### config.mk
export PLATFORM = sky130hd
export DESIGN_NAME = mux_select_arbiter
export DESIGN_NICKNAME = d
export VERILOG_FILES = /design/src/rtl/mux_select_arbiter.sv
export SDC_FILE = /design/constraint.sdc
export NUM_CORES = 1
export LEC_CHECK = 0
export BUFFER_PORTS_ARGS = -buffer_cell sky130_fd_sc_hd__buf_2
export CAP_MARGIN = 30
export CORE_UTILIZATION = 40
export CTS_CLUSTER_SIZE = 28
export DETAILED_ROUTE_END_ITERATION = 16
export GPL_TIMING_DRIVEN = 0
export PLACE_DENSITY_LB_ADDON = 0.12
export SLEW_MARGIN = 15
export SYNTH_ARGS = -nofsm -noshare
export SYNTH_HDL_FRONTEND = slang
export SYNTH_SLANG_ARGS = --single-unit
### constraint.sdc
create_clock -name Clk -period 2.3 [get_ports Clk]
set_input_delay 0.115 -clock Clk [delete_from_list [all_inputs] [get_ports Clk]]
set_output_delay 0.115 -clock Clk [all_outputs]
set_load 0.005 [all_outputs]
### src/rtl/mux_select_arbiter.sv
// Round-robin arbiter and sequencer for the three-source, two-bit-select mux.
// Each grant is held for up to DWELL cycles, with one idle turnaround cycle between grants.
module mux_select_arbiter #(
    parameter int DWELL = 4
) (
    input  logic       Clk,
    input  logic       synch_reset_n,
    input  logic [2:0] req,
    input  logic       X,
    input  logic       Y,
    input  logic       Z,
    output logic       S1,
    output logic       S0,
    output logic [2:0] gnt,
    output logic       T,
    output logic       busy
);

    typedef enum logic [1:0] {
        ST_IDLE  = 2'd0,
        ST_GRANT = 2'd1,
        ST_GAP   = 2'd2
    } state_t;

    localparam logic [3:0] DWELL_LAST = 4'(DWELL - 1);
    localparam logic [1:0] SEL_IDLE   = 2'b11;
    localparam logic [1:0] SRC_Z      = 2'd2;

    state_t     state_reg;
    logic [1:0] last_reg;
    logic [3:0] cnt_reg;
    logic [1:0] sel_reg;
    logic [2:0] gnt_reg;
    logic       busy_reg;
    logic       t_reg;

    logic       any_req;
    logic [1:0] winner;
    logic       t_next;

    assign any_req = |req;

    // One fixed-priority search per possible value of last. Block gi starts
    // at the source after gi and visits gi itself last.
    generate
        for (genvar gi = 0; gi < 3; gi++) begin : g_rot
            localparam int P0 = (gi + 1) % 3;
            localparam int P1 = (gi + 2) % 3;
            localparam int P2 = gi;
            logic [1:0] win;
            assign win = req[P0] ? 2'(P0) :
                         req[P1] ? 2'(P1) : 2'(P2);
        end
    endgenerate

    always_comb begin
        winner = g_rot[2].win;
        case (last_reg)
            2'd0:    winner = g_rot[0].win;
            2'd1:    winner = g_rot[1].win;
            default: winner = g_rot[2].win;
        endcase
    end

    // T follows whichever source the registered select is driving now.
    always_comb begin
        t_next = 1'b0;
        case (sel_reg)
            2'b00:   t_next = X;
            2'b01:   t_next = Y;
            2'b10:   t_next = Z;
            default: t_next = 1'b0;
        endcase
    end

    always_ff @(posedge Clk) begin
        if (!synch_reset_n) begin
            state_reg <= ST_IDLE;
            last_reg  <= SRC_Z;
            cnt_reg   <= 4'd0;
            sel_reg   <= SEL_IDLE;
            gnt_reg   <= 3'b000;
            busy_reg  <= 1'b0;
            t_reg     <= 1'b0;
        end else begin
            t_reg <= t_next;
            case (state_reg)
                ST_IDLE, ST_GAP: begin
                    if (any_req) begin
                        state_reg <= ST_GRANT;
                        last_reg  <= winner;
                        cnt_reg   <= 4'd0;
                        sel_reg   <= winner;
                        gnt_reg   <= 3'b001 << winner;
                        busy_reg  <= 1'b1;
                    end else begin
                        state_reg <= ST_IDLE;
                        sel_reg   <= SEL_IDLE;
                        gnt_reg   <= 3'b000;
                        busy_reg  <= 1'b0;
                    end
                end
                ST_GRANT: begin
                    // last_reg always names the source currently holding the grant.
                    if (cnt_reg == DWELL_LAST || !req[last_reg]) begin
                        state_reg <= ST_GAP;
                        sel_reg   <= SEL_IDLE;
                        gnt_reg   <= 3'b000;
                        busy_reg  <= 1'b1;
                    end else begin
                        cnt_reg <= cnt_reg + 4'd1;
                    end
                end
                default: begin
                    state_reg <= ST_IDLE;
                    sel_reg   <= SEL_IDLE;
                    gnt_reg   <= 3'b000;
                    busy_reg  <= 1'b0;
                end
            endcase
        end
    end

    assign S1   = sel_reg[1];
    assign S0   = sel_reg[0];
    assign gnt  = gnt_reg;
    assign busy = busy_reg;
    assign T    = t_reg;

endmodule

==> reports/metrics.csv <==
stage,metric,value,unit
die,dieArea,2000,um2
route,via_per_inst,5.15,
clock_tree,htree_levels,1,
worst_hold_path,hold_path_class,in -> reg,
timing,worst_slew_pin_slew,421,ps
worst_setup_path,path_max_fanout,6,
timing,fmax,736,MHz
clock_tree,cts_root_buf,clkbuf_4,
cells_and_area,synthToLayoutAreaGrowth,17.5,%
global_routing,grt_pass1_vias,554,
global_routing,grt_antenna_before_repair,0,
die,die_x,44.7,um
worst_setup_path,rrSetupSlack,940,ps
placement,dp_cells,123,
clock_tree,ctsHoldBuffers,0,
pwr,cellPowerDensity,639,nW/um2
clock_tree,cts_tree,built,
worst_setup_path,critPathArrivalTime,1530,ps
pwr,ir_drop,0.408,mV
logic_synthesis,yosys_warnings,0,
worst_hold_path,whs_path_depth,3,
clock_tree,clock_sinks,15,
timing,tns,0,ps
logic_synthesis,synth-seq-cells,15,
clock_tree,cts_resized,0,
worst_hold_path,hold_end,T$_SDFF_PN0_,
cells_and_area,layoutNonFillerInstCount,127,
cells_and_area,nNetsFinal,112,
global_routing,grt_first_pass_wirelength,2.47,mm
clock_tree,clock_latency,280,ps
die,io_pins,15,
worst_setup_path,critPathRequiredTime,2470,ps
route,wl,1.47,mm
logic_synthesis,synth_edf_count,0,
die,dieHeight,44.7,um
die,initial_core_util,42.3,%
logic_synthesis,yosysSeqAreaShare,41.1,%
clock_tree,numCtsBuffers,3,
clock_tree,clk_pin_slew,90,ps
worst_hold_path,hold_start,Z,
cells_and_area,antenna_cells,0,
global_routing,grt_use_total,16.9,%
placement,io_buffers,14,
logic_synthesis,yosysMostFrequentCell,dfxtp_1,
route,drt_iter0_markers,9,
route,firstDrtPassIters,4,
logic_synthesis,synth.top_cells.by_count,"15 x dfxtp_1, 11 x nor2_1, 7 x mux2i_1, 7 x nand2_1, 6 x nand3_1",
job,drv_cap,0,
logic_synthesis,synth_area,731,um2
timing,period_needed,1360,ps
timing,setup_viol,0,
logic_synthesis,ys_async_sr_fraction,0,%
worst_setup_path,reg2reg_depth,4,
worst_setup_path,start_kind,flop,
route,wl_per_cell,11.6,um
timing,min_period_over_period,59.1,%
die,rows,15,
placement,place.gp.congestion,0.802,
status,status,"complete, no violations",
route,drc,0,
logic_synthesis,synthTopCellsByArea,"dfxtp_1 41%, mux2i_1 9.6%, nor2_1 5.7%, nand3_1 4.1%, nand2_1 3.6%",
logic_synthesis,synth_top_area_share,41.1,%
route,vias,654,
global_routing,grt_overflow,0,
clock_tree,ctsLongestPathBuffers,2,
timing,slew_viol_final,0,
die,core-area,1730,um2
logic_synthesis,yosysTopAreaCell,dfxtp_1,
timing,hold_viol,0,
worst_setup_path,rr_startpoint,last_reg[0]$_SDFFE_PN0P_,
timing,clock_skew,6.21,ps
pwr,power,0.549,mW
timing,maxSlewHeadroom,71.9,%
logic_synthesis,synthDistinctLibCells,34,
worst_setup_path,worstSetupPathType,reg -> reg,
cells_and_area,layout-drive-gt1-share,24.5,%
global_routing,grt_max_degree,11,
logic_synthesis,avgSynthCellArea,8.70,um2
timing,rsz0062_at_grt,no,
logic_synthesis,synth_nets,93,
clock_tree,post-cts-setup-buffers,0,
pwr,p_leak,0.375,nW
worst_setup_path,rr_endpoint,busy$_SDFFE_PN0P_,
route,postRouteAntennaNets,0,
cells_and_area,fill_cells,192,
cells_and_area,largest_reg_flops,4,
worst_setup_path,end_kind,flop,
logic_synthesis,syn_inst,84,
logic_synthesis,synthFlopType,dfxtp_1,
placement,hpwl,1.08,mm
-- power breakdown --
part           total (mW)  switching [mW]  internal, mW  leakage (nW)
sequential          0.292          0.0135         0.278         0.123
combinational       0.106          0.0593        0.0471         0.236
clock               0.150          0.0830        0.0673        0.0150
total               0.549           0.156         0.393         0.375
-- metal layers --
layer / vias to the layer above / GRT usage (%) / wire length [um]
li1: 341 / - / -
met1: 302 / 22.6 / 703
met2: 11 / 27.1 / 715
met3: 0 / 6.00 / 51
met4: 0 / 1.82 / 0
met5: - / 0 / 0
-- how the worst max path moves through the flow --
stage | startpoint | end | cells past startpoint
after floorplan | last_reg[0]$_SDFFE_PN0P_ | busy$_SDFFE_PN0P_ | 4
after global placement | last_reg[0]$_SDFFE_PN0P_ | busy$_SDFFE_PN0P_ | 4
after detailed placement | last_reg[0]$_SDFFE_PN0P_ | busy$_SDFFE_PN0P_ | 4
after CTS | last_reg[0]$_SDFFE_PN0P_ | busy$_SDFFE_PN0P_ | 4
after global routing | last_reg[0]$_SDFFE_PN0P_ | busy$_SDFFE_PN0P_ | 4
final | last_reg[0]$_SDFFE_PN0P_ | busy$_SDFFE_PN0P_ | 4
-- placed cells by master (no fill, tap or decap), types with 2 or more instances in the layout --
cell / n
nand3_1: 6
nand2b_1: 2
a21oi_1: 2
nand2_1: 7
o21ai_0: 4
buf_2: 15
nor2_1: 11
clkbuf_4: 3
inv_1: 3
nand3b_1: 2
mux2i_1: 7
o21ai_2: 2
dfxtp_1: 15
-- logic make-up (layout without fill, tap and decap cells) --
group	after synthesis	after routing	share of synthesized area, %
DFF	15	15	41.1
adders and majority gates	1	1	1.71
muxes	7	7	9.59
AOI/OAI and AO/OA	19	19	18.7
and+or+nand+nor	36	36	25.2
buffers and inverters	6	24	3.77
-- worst max-delay path: stages, from the launching register on --
cell and delay, ps:
dfxtp_1 440, mux2i_1 120, o21ai_2 230, nand3_2 180, o221a_1 280
-- stage by stage --
stage	hold WS [ps]	utilization [%]	cell area, um2	setup WS (ps)
3_3_place_gp	366	48.2	832	979
2_1_floorplan	269	-	731	1160
4_1_cts	73.6	49.7	858	940
6_report	75.6	49.7	858	941
3_5_place_dp	376	48.2	832	972
5_1_grt	78.7	49.7	858	880
-- final cells by class --
class                           count  area (um2)  share of cell area (%)
Timing Repair Buffer               14        70.1                    8.16
Clock buffer                        4        26.3                    3.06
Inverter                            3        11.3                    1.31
Tap cell                           25        31.3                    3.64
Multi-Input combinational cell     63         403                    46.9
Buffer                              3        16.3                    1.90
Sequential cell                    15         300                    35.0
Power figures use the tool's default switching activity.
